--- src/rtl/traffic_light_pkg.sv ---
// Shared definitions for the traffic-light sequencer and its receive-side monitor.
// This covers the light codes, the fault codes and the monitor state encoding.
package traffic_light_pkg;

  typedef logic [1:0] light_t;

  localparam light_t LIGHT_RED    = 2'b00;
  localparam light_t LIGHT_YELLOW = 2'b01;
  localparam light_t LIGHT_GREEN  = 2'b10;
  localparam light_t LIGHT_OFF    = 2'b11;

  typedef logic [1:0] err_code_t;

  localparam err_code_t ERR_NONE  = 2'b00;
  localparam err_code_t ERR_JUMP  = 2'b01;
  localparam err_code_t ERR_STUCK = 2'b10;

  typedef enum logic [1:0] {
    SYNC  = 2'b00,
    TRACK = 2'b01,
    FAULT = 2'b10
  } mon_state_t;

endpackage

--- src/rtl/traffic_light_monitor.sv ---
// Receive-side checker for the sequencer's light code bus. It tracks the phase order and dwell,
// latches the first illegal-jump or stuck-phase fault, and grants go during legal green.
module traffic_light_monitor
  import traffic_light_pkg::*;
#(
  parameter int MAX_DWELL = 8,
  parameter int DWELL_W   = 4,
  parameter int CNT_W     = 8
) (
  input  logic               clk,
  input  logic               reset,
  input  logic [1:0]         light,
  input  logic               clr_err,
  output logic               go,
  output logic               err,
  output logic [1:0]         err_code,
  output logic [1:0]         phase,
  output logic [DWELL_W-1:0] dwell,
  output logic [CNT_W-1:0]   cycle_cnt
);

  mon_state_t         r_state, w_state_nxt;
  logic               r_go, w_go;
  logic               r_err, w_err;
  err_code_t          r_err_code, w_err_code;
  light_t             r_phase, w_phase;
  logic [DWELL_W-1:0] r_dwell, w_dwell;
  logic [CNT_W-1:0]   r_cnt, w_cnt;

  logic w_hold, w_adv, w_stuck, w_jump;

  assign w_hold  = (light == r_phase);
  assign w_adv   = (light == light_t'(r_phase + 2'd1));
  assign w_stuck = w_hold && (r_dwell == DWELL_W'(MAX_DWELL));
  assign w_jump  = !w_hold && !w_adv;

  // State register plus the registered outputs; reset is sampled on the clock edge only.
  // NOTE: sequential state uses <= so every register samples pre-edge values, independent of block order.
  always_ff @(posedge clk) begin
    if (!reset) begin
      r_state    <= SYNC;
      r_go       <= 1'b0;
      r_err      <= 1'b0;
      r_err_code <= ERR_NONE;
      r_phase    <= LIGHT_RED;
      r_dwell    <= '0;
      r_cnt      <= '0;
    end else begin
      r_state    <= w_state_nxt;
      r_go       <= w_go;
      r_err      <= w_err;
      r_err_code <= w_err_code;
      r_phase    <= w_phase;
      r_dwell    <= w_dwell;
      r_cnt      <= w_cnt;
    end
  end

  always_comb begin
    // NOTE: default assignment first so no path through the case can infer a latch.
    w_state_nxt = r_state;
    unique case (r_state)
      SYNC:    if (light == LIGHT_RED) w_state_nxt = TRACK;
      TRACK:   if (w_stuck || w_jump)  w_state_nxt = FAULT;
      FAULT:   if (clr_err)            w_state_nxt = SYNC;
      default: w_state_nxt = SYNC;
    endcase
  end

  // Next values of the registered outputs. A fault freezes phase, dwell and the counter.
  always_comb begin
    w_go       = 1'b0;
    w_err      = r_err;
    w_err_code = r_err_code;
    w_phase    = r_phase;
    w_dwell    = r_dwell;
    w_cnt      = r_cnt;
    unique case (r_state)
      SYNC: begin
        w_dwell = '0;
        if (light == LIGHT_RED) begin
          w_phase = LIGHT_RED;
          w_dwell = DWELL_W'(1);
        end
      end
      TRACK: begin
        if (w_stuck) begin
          w_err      = 1'b1;
          w_err_code = ERR_STUCK;
        end else if (w_jump) begin
          w_err      = 1'b1;
          w_err_code = ERR_JUMP;
        end else if (w_hold) begin
          w_dwell = r_dwell + DWELL_W'(1);
          w_go    = (r_phase == LIGHT_GREEN);
        end else begin
          w_phase = light;
          w_dwell = DWELL_W'(1);
          w_go    = (light == LIGHT_GREEN);
          if (light == LIGHT_RED && r_cnt != {CNT_W{1'b1}})
            w_cnt = r_cnt + CNT_W'(1);
        end
      end
      FAULT: begin
        if (clr_err) begin
          w_err      = 1'b0;
          w_err_code = ERR_NONE;
          w_dwell    = '0;
        end
      end
      default: begin
        w_dwell = '0;
      end
    endcase
  end

  assign go        = r_go;
  assign err       = r_err;
  assign err_code  = r_err_code;
  assign phase     = r_phase;
  assign dwell     = r_dwell;
  assign cycle_cnt = r_cnt;

endmodule

--- config.mk ---
export PLATFORM = sky130hd
export DESIGN_NAME = traffic_light_monitor
export DESIGN_NICKNAME = d
export VERILOG_FILES = /design/src/rtl/traffic_light_pkg.sv /design/src/rtl/traffic_light_monitor.sv
export SDC_FILE = /design/constraint.sdc
export NUM_CORES = 1
export LEC_CHECK = 0
export CAP_MARGIN = 20
export CORE_MARGIN = 10
export CORE_UTILIZATION = 40
export DETAILED_ROUTE_END_ITERATION = 7
export DONT_BUFFER_PORTS = 1
export SLEW_MARGIN = 20
export SYNTH_ARGS = -nofsm -noshare
export SYNTH_HDL_FRONTEND = slang
export SYNTH_SLANG_ARGS = --single-unit
--- constraint.sdc ---
create_clock -name clk -period 5.3 [get_ports clk]
set_input_delay 0 -clock clk [delete_from_list [all_inputs] [get_ports clk]]
set_output_delay 0 -clock clk [all_outputs]
set_load 0.01 [all_outputs]
; After elaboration in Yosys (flattened, before gate mapping)
; Index checks and enable logic that the tools add are counted.
[op_classes]
add_sub_neg = 3
eq_ne = 15
mux = 23
n_bitwise = 5
n_reduce_logical = 16
[op_table]
columns = operator, count
row1 = 2-bit 2-to-1 mux, 9
row2 = 4-bit 2-to-1 mux, 4
row3 = "2-bit != test, second input constant", 6
row4 = 4-bit case mux with 3 select lines, 1
row5 = 5-bit AND reduction, 2
row6 = 3-bit AND reduction, 3
row7 = "8-bit by 1-bit adder with 8-bit output, second input constant", 1
row8 = "8-bit != test, second input constant", 1
row9 = 2-bit case mux with 2 select lines, 2
row10 = "2-bit == test, second input constant", 3
row11 = 2-bit case mux with 3 select lines, 1
row12 = 1-bit 2-to-1 mux, 5
row13 = 1-bit inverter, 5
row14 = "4-bit by 1-bit adder with 4-bit output, second input constant", 1
row15 = 2-bit == test, 2
row16 = "4-bit == test, second input constant", 1
row17 = 2-bit logical NOT, 2
row18 = 2-bit nonzero test, 2
row19 = 4-bit OR reduction, 1
row20 = 1-bit logical AND, 3
row21 = "3-bit != test, second input constant", 1
row22 = "2-bit by 1-bit adder with 2-bit output, second input constant", 1
row23 = "2-bit by 1-bit == test with 1-bit output, second input constant", 1
row24 = 1-bit logical NOT, 2
row25 = 2 further kinds, 2
[word_totals]
register_bits = 20
inputBits = 5
out_inout_bits = 18
wordCells = 69

; Depth between registers and ports, before layout
; Gate-level depths: netlist of run 1.
[logic_depth]
word_depth = 7
mapped_depth = 7
mapped_depth_nobuf = 7

; Least setup slack after synthesis of run 1
; OpenSTA, ideal clock, no wires.
[synth_timing]
path_type = register -> register
start = register r_dwell[0], in the netlist dwell[0]
end = register r_dwell[2], in the netlist dwell[2]
setup_ps = 70
t_arrival_ps = 1953
required_time_ps = 5230
setup_slack_ps = 3277
stages_incl_launch_ff = 8
path_buffers = 0
synth_period_minus_slack_ps = 2023
path_cell_list = dfxtp_1 inv_1 ha_1 nand4b_1 nand4_1 a31o_4 or4_1 a21oi_1
[synth_between]
elab_chain_len = 5
elab_cells_between_ends = 9
[synth_rtl]
columns = item, line_no
row1 = from (decl), traffic_light_monitor.sv:27  ; logic [DWELL_W-1:0] r_dwell, w_dwell;
row2 = from (signal assigned), traffic_light_monitor.sv:54  ; r_dwell <= w_dwell;
row3 = 4-bit by 1-bit adder with 4-bit output, traffic_light_monitor.sv:94  ; w_dwell = r_dwell + DWELL_W'(1);
row4 = 4-bit 2-to-1 mux, traffic_light_monitor.sv:93  ; end else if (w_hold) begin
row5 = 4-bit 2-to-1 mux, traffic_light_monitor.sv:90  ; end else if (w_jump) begin
row6 = 4-bit 2-to-1 mux, traffic_light_monitor.sv:87  ; if (w_stuck) begin
row7 = 4-bit case mux with 3 select lines, traffic_light_monitor.sv:78  ; unique case (r_state)
; Parallel ways exist; a longest one is shown, timed or not. The select of a mux whose other input is x is not followed.
; A chain may end at the register's enable or synchronous reset.

; Worst setup path in the final report of run 1
; Ends and elaborated chain as after synthesis.

==> impl_metrics.env, run 1 <==
export IMPL_outcome="complete, no violations"
export IMPL_finalClockSkew_ns=0.0006246
export IMPL_drtPass1Iterations=4
export IMPL_critPathArrivalTime_ns=2.51
export IMPL_combinational_family_with_the_most_area_after_synthesis="simple AND/OR/NAND/NOR gates"
export IMPL_cts_num_sinks=20
export IMPL_path_max_fanout=7
export IMPL_number_of_flip_flops_and_latches_in_the_synthesized_netlist=20
export IMPL_cp_start_kind="register"
export IMPL_fraction_of_final_layout_cells_with_drive_strength_greater_than_1_pct=6.475
export IMPL_detailroute_via_count=994
export IMPL_synth_compound_area_share_pct=16.22
export IMPL_initial_utilization_pct=41.27
export IMPL_hold_violations=0
export IMPL_fin_cells=170
export IMPL_synth_simple_area_share_pct=30.87
export IMPL_vdd_ir_drop_max_v=0.0001325
export IMPL_rows=19
export IMPL_rrSetupSlack_ns=3.04
export IMPL_final_antenna_net_count=0
export IMPL_xor_xnor_portion_of_the_synthesized_cell_area_pct=3.020
export IMPL_synth_net_count=146
export IMPL_critical_path_required_ns=5.55
export IMPL_floorplan_core_area_mm2=0.002710
export IMPL_first_iter_violations=55
export IMPL_htreeDepth=1
export IMPL_yosys_warnings=0
export IMPL_hold_class="in -> reg"
export IMPL_layout_core_utilization_pct=44.64
export IMPL_slew_viol_final=0
export IMPL_combined_global_route_utilization_of_all_metal_layers_pct=10.92
export IMPL_grt_overflow=0
export IMPL_cts_buffers_inserted=3
export IMPL_first_global_vias=970
export IMPL_leakagePower_nw=0.4434
export IMPL_clock_tree_from_tritoncts="done"
export IMPL_post_dp_hpwl_mm=1.968
export IMPL_postSynth_topFlopCell="sky130_fd_sc_hd__dfxtp_1"
export IMPL_pwr_density_cell_mw_per_mm2=229.2
export IMPL_syn_avg_cell_area_um2=8.106
export IMPL_post_place_ws_ns=3.074
export IMPL_power_share_clock_pct=33.9
export IMPL_post_synth_inst_count=138
export IMPL_share_of_cell_area_taken_by_muxes_after_synthesis_pct=4.474
export IMPL_synth_edf_count=0
export IMPL_synth_cell_area_mm2=0.001119
export IMPL_combPwrFrac_pct=9.1
export IMPL_drc=0
export IMPL_design_portCount=23
export IMPL_dpl_cell_count=160
export IMPL_peak_freq_mhz=442.0
export IMPL_grt_start_max_net_pins=17
export IMPL_dieHeight_um=72.88
export IMPL_sequentialPowerShare_pct=57.0
export IMPL_cell_chain_critical_path="inv_1, ha_1, nand4bb_1, nand4_1, a31o_4, or4_1, a21oi_1"
export IMPL_worst_slew_margin_rel_pct=63.86
export IMPL_cts_root_to_sink_buffers=2
export IMPL_clkSlewWorstSetupHoldPaths_ns=0.12
export IMPL_finalNetCount=148
export IMPL_critPathMaxStageDelay_ns=0.50
export IMPL_path_class="reg -> reg"
export IMPL_gp_routability_congestion=0.8261
export IMPL_area_growth_synth_to_final_pct=8.165
export IMPL_worst_skew_pair_late_latency_ns=0.31
export IMPL_die_width_um=72.88
export IMPL_wl_per_cell_um=16.32
export IMPL_worstMarginPinSlew_ns=0.5403
export IMPL_final_cycle_utilization_of_the_critical_path_pct=42.69
export IMPL_cellInternalPower_mw=0.2052
export IMPL_fin_tns_setup_ns=0
export IMPL_crit_path_top_delay_cell="sky130_fd_sc_hd__dfxtp_1"
export IMPL_diodes=0
export IMPL_switching_power_mw=0.07212
export IMPL_max_capacitance_violation_total=0
export IMPL_ctsRootBufferMaster="sky130_fd_sc_hd__clkbuf_4"
export IMPL_fraction_of_registers_with_async_set_or_reset_after_synthesis_pct=0
export IMPL_grt_antenna_before_repair=0
export IMPL_routed_via_density=5.847
export IMPL_post_synth_num_cell_types=38
export IMPL_final_period_minus_worst_setup_slack_ns=2.263
export IMPL_totalWireLength_mm=2.775
export IMPL_portBuffers=0
export IMPL_power_switching_share_pct=26.01
export IMPL_count_of_cells_resized_by_post_cts_repair=0
export IMPL_setup_viol=0
export IMPL_rsz0062_at_grt="false"
export IMPL_setup_slack_ns=3.037
export IMPL_fp_dieArea_mm2=0.005311
export IMPL_synth_sequential_area_ratio_pct=35.79
export IMPL_grt_first_pass_wirelength_mm=4.678
export IMPL_synth_fa_ha_area_share_pct=3.356
export IMPL_end_kind="register"
final timing paths:
check / cells after the start / from / end
setup reg to reg: 7 / dwell[0] / dwell[2]
setup / recovery: 7 / dwell[0] / dwell[2]
hold reg to reg: 2 / err / err
hold / removal: 4 / light[0] / phase[0]
metrics by stage:
step	cell area, um^2	hold WS [ns]	power (mW)
3_5_place_dp	1114	0.08768	0.1805
5_1_grt	1210	0.1416	0.2881
2_1_floorplan	1119	0.1902	0.1804
6_report	1210	0.05130	0.2773
4_1_cts	1210	0.04934	0.2787
3_3_place_gp	1114	0.09231	0.1797
metal layers:
metal  vias up  part of all wire (%)  GRT usage (%)
met5         -                     0              0
li1        492                     -              -
met2        26                    47          17.53
met1       472                    44          12.97
met3         4                   7.7          4.082
met4         0                   1.3          3.797
logic make-up (layout without fill, tap and decap cells):
| group | Yosys count | count (layout) |
|---|---|---|
| AO/OA/AOI/OAI | 26 | 26 |
| XOR/XNOR | 3 | 3 |
| adder cells (fa/ha/maj) | 3 | 3 |
| buffers and inverters | 16 | 17 |
| flip-flops | 20 | 20 |
| multiplexers | 5 | 5 |
| AND/OR/NAND/NOR | 65 | 65 |
power groups by stage:
stage                     clock, mW  combinational, mW  sequential, mW
final                        0.0940             0.0253           0.158
after global placement            0             0.0185           0.161
after detailed placement          0             0.0190           0.162
after floorplan                   0             0.0220           0.158
after global routing          0.100             0.0288           0.159
after CTS                    0.0953             0.0252           0.158
critical path, delay by kind of cell, from the launching register on:
kind	cells	cell delay [ns]
AND/OR/NAND/NOR	3	0.86
AO/OA/AOI/OAI	2	0.52
flip-flops	1	0.50
adder cells (fa/ha/maj)	1	0.24
buffers and inverters	1	0.08
state kept, by name, summed over array words and instances, names as in the netlist:
name and flops:
cycle_cnt 8, dwell 4, err_code 2, phase 2
r_state 2, err 1, go 1
repair_timing:
action,in CTS,in global routing
hold buffers,6,0
setup buffers,0,0
endpoints found under the hold margin,16,0
synth_stat cells, drive strengths merged, types with 2 or more instances:
library cell | count | share of area (%)
nand3 | 12 | 5.4
ha | 3 | 3.4
o21ai | 7 | 3.1
nor2 | 6 | 2.0
clkbuf | 5 | 1.7
dfxtp | 20 | 36
and3 | 3 | 1.7
inv | 7 | 2.3
a21oi | 7 | 3.1
mux2i | 5 | 4.5
nand2 | 17 | 5.7
nand2b | 7 | 3.9
nand3b | 2 | 1.3
buf | 4 | 2.2
xnor2 | 3 | 3.0
nor3 | 3 | 1.3
a211oi | 2 | 2.5
a31oi | 4 | 2.2
nand4 | 6 | 3.4
area by class of cell:
cell class	count	area, um^2
fill	283	1500
multi-input combinational	102	648.1
sequential	20	400.4
timing repair buffer	6	60.06
tap	31	38.79
clock buffer	4	36.28
inverter	7	26.28
cell usage in the layout, fill, tap and decap left out, drive strengths merged:
cell type / instances
o32ai: 1
dfxtp: 20
or4: 1
nand4b: 1
a211oi: 2
nand2: 17
ha: 3
a21bo: 1
a31o: 1
nor4: 1
mux2i: 5
nor3b: 1
nor2b: 1
nand2b: 7
nor2: 6
nand3b: 2
or3: 1
or2: 1
and3: 3
inv: 7
o21ai: 7
nand4: 6
nand4bb: 1
o22ai: 1
o31ai: 1
nor3: 3
or3b: 1
a31oi: 4
clkbuf: 4
nand3: 12
xnor2: 3
a21oi: 7
dlygate4sd3: 6
o221ai: 1
(Power assumes the default switching activity.)
==> run 2, diff against run 1 <==
==> constraint.sdc (replaced) <==
create_clock -name clk -period 2.2 [get_ports clk]
set_input_delay 0 -clock clk [delete_from_list [all_inputs] [get_ports clk]]
set_output_delay 0 -clock clk [all_outputs]
set_load 0.01 [all_outputs]
==> impl_metrics.env, run 2 (synthesis gave the netlist of run 1 again) <==
export IMPL_final_antenna_net_count=0
export IMPL_violated_checks="negative hold slack"
export IMPL_finalClockSkew_ns=0.004149
export IMPL_path_max_fanout=7
export IMPL_setup_viol=0
export IMPL_finalNetCount=152
export IMPL_report_power_total_mw=0.7533
export IMPL_drc=0
export IMPL_initial_utilization_pct=41.27
export IMPL_power_switching_share_pct=22.97
export IMPL_wl_per_cell_um=16.06
export IMPL_fp_dieArea_mm2=0.005311
export IMPL_post_dp_hpwl_mm=2.003
export IMPL_combined_flip_flop_and_latch_cell_area_um2=400.4
export IMPL_fin_tns_setup_ns=0
export IMPL_largest_register_ffs=8
export IMPL_combPwrFrac_pct=9.2
export IMPL_power_share_clock_pct=40.9
export IMPL_cp_start_kind="register"
export IMPL_end_kind="register"
export IMPL_cts_root_to_sink_buffers=2
export IMPL_fillCellCount=281
export IMPL_path_class="reg -> reg"
export IMPL_switching_power_mw=0.1731
export IMPL_hold_violations=1
export IMPL_worstMarginPinSlew_ns=0.5502
export IMPL_multiInputGateArea_um2=648.1
export IMPL_crit_path_top_delay_cell="sky130_fd_sc_hd__or4_1"
export IMPL_combined_global_route_utilization_of_all_metal_layers_pct=10.93
export IMPL_grt_antenna_before_repair=0
export IMPL_max_capacitance_violation_total=0
export IMPL_critPathMaxStageDelay_ns=0.47
export IMPL_hold_worst_slack_ns=-0.005133
export IMPL_first_global_vias=953
export IMPL_sequentialPowerShare_pct=50.0
export IMPL_hold_class="in -> reg"
export IMPL_most_frequent_cells_in_the_layout="sky130_fd_sc_hd__dfxtp_1, sky130_fd_sc_hd__nand2_1, sky130_fd_sc_hd__nand3_1"
export IMPL_dieHeight_um=72.88
export IMPL_grt_overflow=0
export IMPL_fraction_of_final_layout_cells_with_drive_strength_greater_than_1_pct=9.790
export IMPL_vdd_ir_drop_max_v=0.0003649
export IMPL_routed_via_density=5.701
export IMPL_area_growth_synth_to_final_pct=12.08
export IMPL_htreeDepth=1
export IMPL_portBuffers=0
export IMPL_floorplan_core_area_mm2=0.002710
export IMPL_layout_cells_most_common="sky130_fd_sc_hd__dfxtp_1"
export IMPL_final_cycle_utilization_of_the_critical_path_pct=87.57
export IMPL_drtPass1Iterations=4
export IMPL_diodes=0
export IMPL_totalWireLength_mm=2.794
export IMPL_grt_first_pass_wirelength_mm=4.678
export IMPL_rows=19
export IMPL_count_of_cells_resized_by_post_cts_repair=0
export IMPL_peak_freq_mhz=519.1
export IMPL_gp_routability_congestion=0.8110
export IMPL_cts_num_sinks=20
export IMPL_ctsRootBufferMaster="sky130_fd_sc_hd__clkbuf_4"
export IMPL_die_width_um=72.88
export IMPL_cellInternalPower_mw=0.5803
export IMPL_clkSlewWorstSetupHoldPaths_ns=0.12
export IMPL_leakagePower_nw=0.4726
export IMPL_r2r_start="dwell[0]"
export IMPL_rrSetupSlack_ns=0.27
export IMPL_first_iter_violations=49
export IMPL_worstHoldPathCells=2
export IMPL_detailroute_via_count=992
export IMPL_design_portCount=23
export IMPL_holdPathEnd="err_code[1]"
export IMPL_pwr_density_cell_mw_per_mm2=600.9
export IMPL_cell_chain_critical_path="inv_1, ha_1, nand4b_1, nand4_1, buf_4, a31o_4, or4_1, a21oi_1"
export IMPL_hold_start="reset"
export IMPL_rsz0062_at_grt="false"
export IMPL_outcome="finished with violations"
export IMPL_clock_tree_from_tritoncts="done"
export IMPL_ff2ff_path_depth=8
export IMPL_critical_path_required_ns=2.45
export IMPL_worst_skew_pair_late_latency_ns=0.31
export IMPL_final_period_minus_worst_setup_slack_ns=1.927
export IMPL_grt_start_max_net_pins=17
export IMPL_worst_slew_margin_rel_pct=63.20
export IMPL_cts_buffers_inserted=3
export IMPL_timing_rr_end="dwell[2]"
export IMPL_critPathArrivalTime_ns=2.18
export IMPL_slew_viol_final=0
## run 2: cell types whose count changed in the layout (fill, tap and decap cells not counted), sizes merged
| cell | before | now |
|---|---|---|
| bufinv | 0 | 1 |
| clkbuf | 4 | 3 |
| buf | 0 | 5 |
| dlygate4sd3 | 6 | 5 |
## run 2: power by group through the flow
stage	sequential (mW)	combinational, mW	clock (mW)
after floorplan	0.382	0.0529	0
after global placement	0.384	0.0526	0
after detailed placement	0.385	0.0535	0
after CTS	0.376	0.0667	0.310
after global routing	0.378	0.0778	0.325
final	0.376	0.0691	0.308
## run 2: worst max-delay path by stage
| stage | end | from | slack [ns] | depth (start not counted) |
|---|---|---|---|---|
| 2_1_floorplan | dwell[2] | dwell[0] | 0.18 | 7 |
| 3_3_place_gp | dwell[2] | dwell[0] | 0.27 | 7 |
| 3_5_place_dp | dwell[2] | dwell[0] | 0.20 | 7 |
| 4_1_cts | dwell[2] | dwell[0] | 0.15 | 7 |
| 5_1_grt | dwell[2] | dwell[1] | 0.13 | 8 |
| 6_report | dwell[2] | dwell[0] | 0.27 | 8 |
## run 2: area by class of cell
class | instances | share of cell area [%]
Multi-Input combinational cell | 102 | 51.70
Tap cell | 31 | 3.094
Clock buffer | 3 | 1.796
Timing Repair Buffer | 10 | 6.986
Sequential cell | 20 | 31.94
Clock inverter | 1 | 2.395
Inverter | 7 | 2.096
## run 2: what timing repair did
action	4_1_cts	5_1_grt
endpoints found under the setup margin	0	2
setup buffers	0	1
endpoints found under the hold margin	14	0
hold buffers	5	0
## run 2: worst max-delay path, delay by kind of cell (launching register included)
kind	cells	cell delay [ns]
AND/OR/NAND/NOR	3	0.66
buffers and inverters	2	0.22
AO/OA/AOI/OAI	2	0.41
adder cells (fa/ha/maj)	1	0.22
flip-flops	1	0.35
## run 2: metrics by stage
stage	util (%)	cells	area, um^2	worst slack (ns)	hold WS [ns]
after global routing	46.26	174	1254	0.1264	0.03697
after floorplan	-	138	1119	0.1766	0.1902
after detailed placement	42.20	164	1144	0.2001	0.08396
after CTS	45.98	173	1246	0.1503	0.0007769
final	46.26	174	1254	0.2735	-0.005133
after global placement	42.20	164	1144	0.2660	0.08914
## run 2: routing by layer
metal / track usage [%] / routed length [um] / vias up
li1: - / - / 500
met3: 3.401 / 175 / 5
met4: 5.063 / 49 / 0
met2: 17.63 / 1345 / 18
met5: 0 / 0 / -
met1: 12.85 / 1224 / 469
